**config.mk**
```make
export PLATFORM = sky130hd
export DESIGN_NAME = ahb_byte_master
export DESIGN_NICKNAME = d
export VERILOG_FILES = /design/src/rtl/ahb_pkg.sv /design/src/rtl/ahb_byte_master.sv
export SDC_FILE = /design/constraint.sdc
export NUM_CORES = 1
export LEC_CHECK = 0
export BUFFER_PORTS_ARGS = -buffer_cell sky130_fd_sc_hd__buf_2
export CORE_MARGIN = 3
export CORE_UTILIZATION = 55
export DETAILED_ROUTE_END_ITERATION = 6
export HOLD_SLACK_MARGIN = 0.08
export PLACE_DENSITY = 0.78
export SLEW_MARGIN = 20
export SYNTH_ARGS = -nofsm -noshare
export SYNTH_HDL_FRONTEND = slang
export SYNTH_SLANG_ARGS = --single-unit
```
**constraint.sdc**
```tcl
create_clock -name clk -period 2.2 [get_ports clk]
set_clock_uncertainty 0.05 [all_clocks]
set_input_delay 0.22 -clock clk [delete_from_list [all_inputs] [get_ports clk]]
set_output_delay 0.22 -clock clk [all_outputs]
set_load 0.005 [all_outputs]
```
**src/rtl/ahb_pkg.sv**
```systemverilog
// Shared AHB-Lite encodings, host protocol bytes and the state type
// for the byte-stream AHB initiator.
package ahb_pkg;

  localparam logic [1:0] HTRANS_IDLE   = 2'b00;
  localparam logic [1:0] HTRANS_NONSEQ = 2'b10;
  localparam logic [2:0] HSIZE_WORD    = 3'b010;
  localparam logic [2:0] HBURST_SINGLE = 3'b000;

  localparam logic [7:0] CMD_W   = 8'h57;
  localparam logic [7:0] CMD_R   = 8'h52;
  localparam logic [7:0] RSP_OK  = 8'h4B;
  localparam logic [7:0] RSP_ERR = 8'h45;
  localparam logic [7:0] RSP_BAD = 8'h3F;

  typedef enum logic [2:0] {
    ST_IDLE  = 3'd0,
    ST_ADDR  = 3'd1,
    ST_DATA  = 3'd2,
    ST_BUS_A = 3'd3,
    ST_BUS_D = 3'd4,
    ST_RESP  = 3'd5,
    ST_RDATA = 3'd6
  } abm_state_t;

endpackage

```
**src/rtl/ahb_byte_master.sv**
```systemverilog
// Host byte-frame decoder issuing single AHB-Lite word transfers and
// streaming status / read data back as bytes.
module ahb_byte_master
  import ahb_pkg::*;
#(
  parameter int          IDLE_TIMEOUT = 100000,
  parameter logic [3:0]  HPROT_VAL    = 4'b0011
) (
  input  logic        clk,
  input  logic        rst,
  input  logic [7:0]  rx_data,
  input  logic        rx_valid,
  output logic        rx_ready,
  output logic [7:0]  tx_data,
  output logic        tx_valid,
  input  logic        tx_ready,
  output logic [31:0] haddr,
  output logic [1:0]  htrans,
  output logic        hwrite,
  output logic [2:0]  hsize,
  output logic [2:0]  hburst,
  output logic [3:0]  hprot,
  output logic [31:0] hwdata,
  input  logic [31:0] hrdata,
  input  logic        hready,
  input  logic        hresp,
  output logic        busy
);

  localparam int              TW         = $clog2(IDLE_TIMEOUT + 1);
  localparam logic [TW-1:0]   TIMER_LAST = TW'(IDLE_TIMEOUT - 1);
  localparam logic [TW-1:0]   TIMER_MAX  = TW'(IDLE_TIMEOUT);

  abm_state_t    r_state;
  logic          r_is_write;
  logic [1:0]    r_idx;
  logic [31:0]   r_addr;
  logic [31:0]   r_wdata;
  logic [31:0]   r_rdata;
  logic          r_rd_ok;
  logic [TW-1:0] r_timer;
  logic [7:0]    r_tx_data;
  logic          r_tx_valid;
  logic [1:0]    r_htrans;
  logic [31:0]   r_haddr;
  logic          r_hwrite;
  logic [31:0]   r_hwdata;

  logic w_collect;
  logic w_rx_ready;
  logic w_rx_fire;
  logic w_timeout;
  logic w_last_byte;

  assign w_collect   = (r_state == ST_ADDR) || (r_state == ST_DATA);
  assign w_rx_ready  = !rst && ((r_state == ST_IDLE) || w_collect);
  assign w_rx_fire   = w_rx_ready && rx_valid;
  assign w_timeout   = w_collect && (r_timer == TIMER_LAST);
  assign w_last_byte = (r_idx == 2'd3);

  always_ff @(posedge clk) begin
    if (rst) begin
      r_state    <= ST_IDLE;
      r_is_write <= 1'b0;
      r_idx      <= 2'd0;
      r_addr     <= '0;
      r_wdata    <= '0;
      r_rdata    <= '0;
      r_rd_ok    <= 1'b0;
      r_tx_data  <= '0;
      r_tx_valid <= 1'b0;
      r_htrans   <= HTRANS_IDLE;
      r_haddr    <= '0;
      r_hwrite   <= 1'b0;
      r_hwdata   <= '0;
    end else begin
      case (r_state)
        ST_IDLE: begin
          if (w_rx_fire) begin
            r_idx <= 2'd0;
            if (rx_data == CMD_W || rx_data == CMD_R) begin
              r_is_write <= (rx_data == CMD_W);
              r_state    <= ST_ADDR;
            end else begin
              r_tx_data  <= RSP_BAD;
              r_tx_valid <= 1'b1;
              r_rd_ok    <= 1'b0;
              r_state    <= ST_RESP;
            end
          end
        end

        // Fields arrive LSB first, so each byte shifts in from the top.
        ST_ADDR: begin
          if (w_rx_fire) begin
            r_addr <= {rx_data, r_addr[31:8]};
            r_idx  <= r_idx + 2'd1;
            if (w_last_byte) begin
              if (r_is_write) begin
                r_state <= ST_DATA;
              end else begin
                r_state  <= ST_BUS_A;
                r_htrans <= HTRANS_NONSEQ;
                r_haddr  <= {rx_data, r_addr[31:10], 2'b00};
                r_hwrite <= 1'b0;
              end
            end
          end else if (w_timeout) begin
            r_state <= ST_IDLE;
          end
        end

        ST_DATA: begin
          if (w_rx_fire) begin
            r_wdata <= {rx_data, r_wdata[31:8]};
            r_idx   <= r_idx + 2'd1;
            if (w_last_byte) begin
              r_state  <= ST_BUS_A;
              r_htrans <= HTRANS_NONSEQ;
              r_haddr  <= {r_addr[31:2], 2'b00};
              r_hwrite <= 1'b1;
            end
          end else if (w_timeout) begin
            r_state <= ST_IDLE;
          end
        end

        ST_BUS_A: begin
          if (hready) begin
            r_htrans <= HTRANS_IDLE;
            r_hwdata <= r_wdata;
            r_state  <= ST_BUS_D;
          end
        end

        // An ERROR response's first (hready=0) cycle is simply another wait.
        ST_BUS_D: begin
          if (hready) begin
            r_tx_valid <= 1'b1;
            r_state    <= ST_RESP;
            if (hresp) begin
              r_tx_data <= RSP_ERR;
              r_rd_ok   <= 1'b0;
            end else begin
              r_tx_data <= RSP_OK;
              r_rd_ok   <= !r_hwrite;
              if (!r_hwrite) r_rdata <= hrdata;
            end
          end
        end

        ST_RESP: begin
          if (tx_ready) begin
            if (r_rd_ok) begin
              r_tx_data <= r_rdata[7:0];
              r_rdata   <= {8'h00, r_rdata[31:8]};
              r_idx     <= 2'd0;
              r_state   <= ST_RDATA;
            end else begin
              r_tx_valid <= 1'b0;
              r_state    <= ST_IDLE;
            end
          end
        end

        ST_RDATA: begin
          if (tx_ready) begin
            r_idx <= r_idx + 2'd1;
            if (w_last_byte) begin
              r_tx_valid <= 1'b0;
              r_state    <= ST_IDLE;
            end else begin
              r_tx_data <= r_rdata[7:0];
              r_rdata   <= {8'h00, r_rdata[31:8]};
            end
          end
        end

        default: r_state <= ST_IDLE;
      endcase
    end
  end

  // Inter-byte timer: only runs while a frame is being collected.
  always_ff @(posedge clk) begin
    if (rst) begin
      r_timer <= '0;
    end else if (w_collect && !w_rx_fire) begin
      if (r_timer != TIMER_MAX) r_timer <= r_timer + 1'b1;
    end else begin
      r_timer <= '0;
    end
  end

  assign rx_ready = w_rx_ready;
  assign tx_data  = r_tx_data;
  assign tx_valid = r_tx_valid;
  assign haddr    = r_haddr;
  assign htrans   = r_htrans;
  assign hwrite   = r_hwrite;
  assign hsize    = HSIZE_WORD;
  assign hburst   = HBURST_SINGLE;
  assign hprot    = HPROT_VAL;
  assign hwdata   = r_hwdata;
  assign busy     = (r_state != ST_IDLE);

endmodule

```
==> flow_summary.yaml, run 1 <==
die:
  core_mm2: 0.0140
  die_x_um: 127
  dieArea_mm2: 0.0160
  ios: 134
  rows: 43
  initial_core_util_pct: 56.9
  fp.dieH_um: 127
routing:
  drc_errors: 0
  dr.first_iter.drc_count: 644
  dr_wl_met3_mm: 1.11
  wl_met2_mm: 9.26
  vias_per_cell: 5.51
  topRoutingLayerUsed: "met4"
  ant_nets: 0
  drt_wl_total_mm: 19.2
  drt_first_pass_iters: 5
  wl_met1_mm: 8.60
  drt-wirelength-per-cell_um: 14.4
  routed-via-count: 7354
yosys:
  synth_top_area_cell: "dfxtp_1"
  synth_flop_cell: "dfxtp_1"
  synth_edf_count: 0
  yosys.area.top_type_share_pct: 47.8
  synth_area_per_cell_um2: 7.88
  yosysMostFrequentCell: "nand2_1"
  synthTopCellsByArea: "dfxtp_1, nand2_1, a21oi_1, a311oi_1, nor2_1"
  synth_cell_type_count: 54
  ys_seq_area_share_pct: 47.8
  synth_area_mm2: 0.00799
  synth_top_cells_by_count: "nand2_1, dfxtp_1, a21oi_1"
  yosys_register_bits: 191
  postSynthCellCount: 1015
  async_flop_share_pct: 0
  yosys_warnings: 0
cells_and_area:
  multi_input_area_mm2: 0.00376
  finalNetCount: 1190
  fill_cells: 1156
  fin_area_mm2: 0.00975
  seq_area_mm2: 0.00383
  diodes: 0
  area_delta_synth_final_pct: 21.9
  final_util_pct: 69.4
  layout-drive-gt1-share_pct: 17.0
worst_setup_path:
  r2r_cells: 8
  critPathRequiredTime_ns: 2.51
  path_delay_family: "compound AO/OA/AOI/OAI gates"
  critPathMaxStageDelay_ns: 0.42
  crit_type: "reg2reg"
  crit_fanout: 32
  crit_chain: "buf_12 > or2_4 > o21ai_1 > a2111oi_4 > buf_4 > buf_6 > nand3_1 > a21oi_1"
  crit_buf_inv: 3
  crit_arrival_ns: 2.40
  start_kind: "flop"
  slowest_stage: "dfxtp_2"
  crit_cells: 8
  end_kind: "flop"
placement:
  numPortBuffers: 120
  hpwl_mm: 11.7
  place_area_mm2: 0.00873
  globalplace.congestion: 0.868
clock_tree:
  cts.path.max_buffers: 2
  clockRootBuffer: "clkbuf_16"
  clkTransAtPathRegs_ns: 0.07
  cts_buffers: 17
  cts_tree: "yes"
  clock_latency_ns: 0.43
  htreeDepth: 4
  clock_sinks: 191
timing:
  clock.fmax_mhz: 478
  worst_pin_slew_ns: 0.575
  finalCriticalPeriod_ns: 2.09
  slew_headroom_pct: 61.7
  hold_ws_ns: 0.126
  final_hold_viol_count: 0
  finalSetupViolCount: 0
  finalCritPeriodShare_pct: 95.1
  drv_slew: 0
  setup_tns_ns: 0
grt:
  grt_max_degree: 129
  grt_pass1_wl_mm: 32.0
  grt_overflow_total: 0
  antenna_found_initial: 0
  grt_usage_pct: 23.9
  grt_pass1_vias: 6762
pwr:
  leakagePower_nw: 3.54
  ir_drop_uv: 582
  finalPower_mw: 8.34
  power-per-cell-area_mw_per_mm2: 856
run:
  drv_cap: 0
status:
  status: "completed"
hold_path:
  hp-class: "in2reg"
  whs_path_depth: 4
## kinds of logic (layout without fill, tap and decap cells)
kind of cell               count (synthesis)  after routing  share of synthesized area, %
DFF                                      191            191                          47.8
other                                      2             13                        0.0939
muxes                                      5              5                         0.642
and+or+nand+nor                          464            464                          24.4
buffers and inverters                     98            226                          5.78
xor gates and xnor gates                  16             16                          1.75
AOI/OAI and AO/OA                        235            235                          18.9
adders and majority gates                  4              4                         0.595
## layout make-up
type	instances	share of cell area, %
inverters	6	0.231
multi-input cells	737	38.6
well taps	180	2.31
clock buffers	20	4.58
clock inverters	12	1.40
flip-flops and latches	191	39.3
repair buffers	188	13.6
## registers in the layout, indices dropped and copies added (netlist names), 3 cells and up
register and cells:
hwdata 32, r_rdata 32, r_wdata 32, haddr 30
r_addr 30, r_timer 17, tx_data 8, r_state 3
## metal layers
layer | GRT usage (%) | vias up
li1 | - | 3674
met1 | 31.5 | 3438
met4 | 7.70 | 0
met5 | 0 | -
met2 | 38.8 | 218
met3 | 5.68 | 24
## cell usage in the layout (no fill, tap or decap), drive strengths merged, types with 2 or more instances in the layout
cell type / n
a2111oi: 2
xor2: 9
clkinv: 6
or2: 2
clkbuf: 21
dfxtp: 191
xnor2: 7
nor3b: 2
nand3: 19
mux2i: 4
a21oi: 117
nor2: 93
nor3: 11
o21ai: 42
inv: 8
or3: 2
nor2b: 5
nand4: 3
nand3b: 6
nand2b: 16
ha: 3
a211oi: 5
and2: 2
dlygate4sd3: 40
buf: 147
and3: 5
clkinvlp: 2
a311oi: 57
conb: 13
bufinv: 2
nand2: 287
a21o: 2
o2bb2ai: 2
a21boi: 2
nor4: 5
## worst min-delay path: stages
cell and delay (ns):
buf_2 0.12, nor4_1 0.06, a21oi_1 0.11, nor2_1 0.05
## power breakdown
| part | leakage, nW | switching (mW) | internal (mW) | total (mW) |
|---|---|---|---|---|
| Combinational | 1.71 | 0.911 | 0.631 | 1.54 |
| Clock | 0.282 | 1.32 | 1.71 | 3.04 |
| Sequential | 1.54 | 0.138 | 3.63 | 3.76 |
| Total | 3.54 | 2.37 | 5.97 | 8.34 |
## final timing paths
kind,from,to,slack (ns)
worst max-delay path,r_state[0],r_rdata[25],0.11
worst min-delay path,hresp,r_rd_ok,0.13
worst max register to register,r_state[0],r_rdata[25],0.11
worst min register to register,hwdata[2],hwdata[2],0.40
## per-stage QoR
stage               setup slack, ns  instances
floorplan                     0.259       1026
global placement              0.208       1260
detailed placement           0.0942       1260
finish                        0.108       1334
global route              -0.000302       1334
CTS                          0.0816       1332
## timing repair
action,CTS,global route
endpoints found under the hold margin,52,0
hold buffers,40,0
endpoints found under the setup margin,1,13
resized for setup,1,4
gates cloned,0,1
setup buffers,0,1
pin swaps,0,1
Power figures use the tool's default switching activity.
==> run 2, diff against run 1 <==
Settings changed: CTS_BUF_LIST set to sky130_fd_sc_hd__clkbuf_16.
==> run 2 against run 1 <==
  * Combinational power about the same
  * Largest power group unchanged
  * Utilization is 0.062 points lower
  * Clock-buffer cell count shrank 3
  * Sequential cell count unchanged
  * Register-to-register slack barely moved
  * Largest cell class unchanged
==> flow_summary.yaml, run 2 (same netlist as run 1, synthesis figures left out) <==
status:
  status: "completed"
grt:
  grt_max_degree: 129
  antenna_found_initial: 0
  grt_pass1_vias: 6771
  grt_pass1_wl_mm: 32.0
  grt_overflow_total: 0
  grt_usage_pct: 23.8
timing:
  finalCritPeriodShare_pct: 94.9
  clock.fmax_mhz: 479
  slew_headroom_pct: 62.1
  finalSetupViolCount: 0
  worst_pin_slew_ns: 0.569
  finalCriticalPeriod_ns: 2.09
  setup_ws_ns: 0.112
  drv_slew: 0
  final_hold_viol_count: 0
  setup_tns_ns: 0
  rsz0062_at_grt: "false"
routing:
  drc_errors: 0
  routed-via-count: 7338
  vias_per_cell: 5.50
  drt_first_pass_iters: 6
  drt_wl_total_mm: 19.3
  drt-wirelength-per-cell_um: 14.4
  dr.first_iter.drc_count: 587
  ant_nets: 0
die:
  die_x_um: 127
  initial_core_util_pct: 56.9
  ios: 134
  dieArea_mm2: 0.0160
  rows: 43
  core_mm2: 0.0140
  fp.dieH_um: 127
placement:
  numPortBuffers: 120
  place_ws_ns: 0.0942
  hpwl_mm: 11.7
  globalplace.congestion: 0.868
worst_setup_path:
  start_kind: "flop"
  critPathMaxStageDelay_ns: 0.42
  crit_arrival_ns: 2.33
  critPathRequiredTime_ns: 2.45
  crit_chain: "buf_12 > or2_4 > o21ai_1 > a2111oi_4 > buf_4 > buf_6 > nand2b_1 > a21oi_1"
  crit_type: "reg2reg"
  crit_fanout: 32
  slowest_stage: "dfxtp_2"
  end_kind: "flop"
clock_tree:
  cts.path.max_buffers: 2
  clkTransAtPathRegs_ns: 0.07
  clock_sinks: 191
  htreeDepth: 4
  clock_latency_ns: 0.43
  cts_buffers: 17
  clockRootBuffer: "clkbuf_16"
  cts_tree: "yes"
hold_path:
  hp-class: "in2reg"
cells_and_area:
  finalNetCount: 1190
  fill_cells: 1163
  area_delta_synth_final_pct: 21.8
  layout_common_cells: "nand2_1, dfxtp_1, buf_2"
  diodes: 0
  layout-drive-gt1-share_pct: 16.9
  final_common_cell: "nand2_1"
  final_util_pct: 69.4
run:
  drv_cap: 0
pwr:
  power-per-cell-area_mw_per_mm2: 853
  ir_drop_uv: 587
  leakagePower_nw: 3.54
-- run 2: cell types whose count changed in the layout (fill, tap and decap cells not counted), sizes merged --
cell | previous run | this run
clkbuf | 21 | 18
clkinv | 6 | 7
inv | 8 | 10
-- run 2: per-stage QoR --
stage / power (mW) / hold WS, ns / instances / area, um^2
2_1_floorplan: 4.83 / 0.306 / 1026 / 8040
3_3_place_gp: 5.25 / 0.391 / 1260 / 8730
3_5_place_dp: 5.27 / 0.393 / 1260 / 8730
4_1_cts: 8.31 / 0.111 / 1332 / 9710
5_1_grt: 8.70 / 0.144 / 1334 / 9740
6_report: 8.31 / 0.133 / 1334 / 9740
-- run 2: per-layer routing --
metal  up-vias  routed length [um]  track usage [%]  share of wire, %
met3        30                1100             5.64               5.7
met2       209                9200             38.8                48
li1       3670                   -                -                 -
met4         0                 280             7.57               1.5
met1      3429                8690             31.5                45
met5         -                   0                0                 0
-- run 2: layout make-up --
class / count / area [um^2] / area share [%]
Clock buffer: 17 / 425 / 4.37
Timing Repair Buffer: 188 / 1330 / 13.7
Sequential cell: 191 / 3830 / 39.3
Clock inverter: 15 / 148 / 1.52
Multi-Input combinational cell: 737 / 3760 / 38.6
Tap cell: 180 / 225 / 2.31
Inverter: 6 / 22.5 / 0.231
-- run 2: critical path, delay by kind of cell, from the launching register on --
family	cells	cell delay, ns
AND/OR/NAND/NOR	2	0.30
AO/OA/AOI/OAI	3	0.59
flip-flops	1	0.42
buffers and inverters	3	0.58
-- run 2: final timing paths --
| check | start | to | slack, ns | cells after the start |
|---|---|---|---|---|
| worst max-delay path | r_state[0] | r_rdata[26] | 0.11 | 8 |
| worst min-delay path | hresp | r_rd_ok | 0.13 | 4 |
| worst min register to register | hwdata[2] | hwdata[2] | 0.40 | 2 |
| worst max register to register | r_state[0] | r_rdata[26] | 0.11 | 8 |
-- run 2: power breakdown --
part / total (mW) / internal [mW] / switching [mW]
sequential: 3.76 / 3.63 / 0.137
combinational: 1.54 / 0.632 / 0.911
clock: 3.00 / 1.67 / 1.33
total: 8.31 / 5.93 / 2.38
-- run 2: timing repair --
item / CTS / global route
resized for setup: 1 / 5
gates cloned: 0 / 1
buffers inserted: 0 / 1
hold endpoints to repair: 52 / 0
pin swaps: 0 / 1
hold buffers: 40 / 0
setup endpoints to repair: 1 / 10
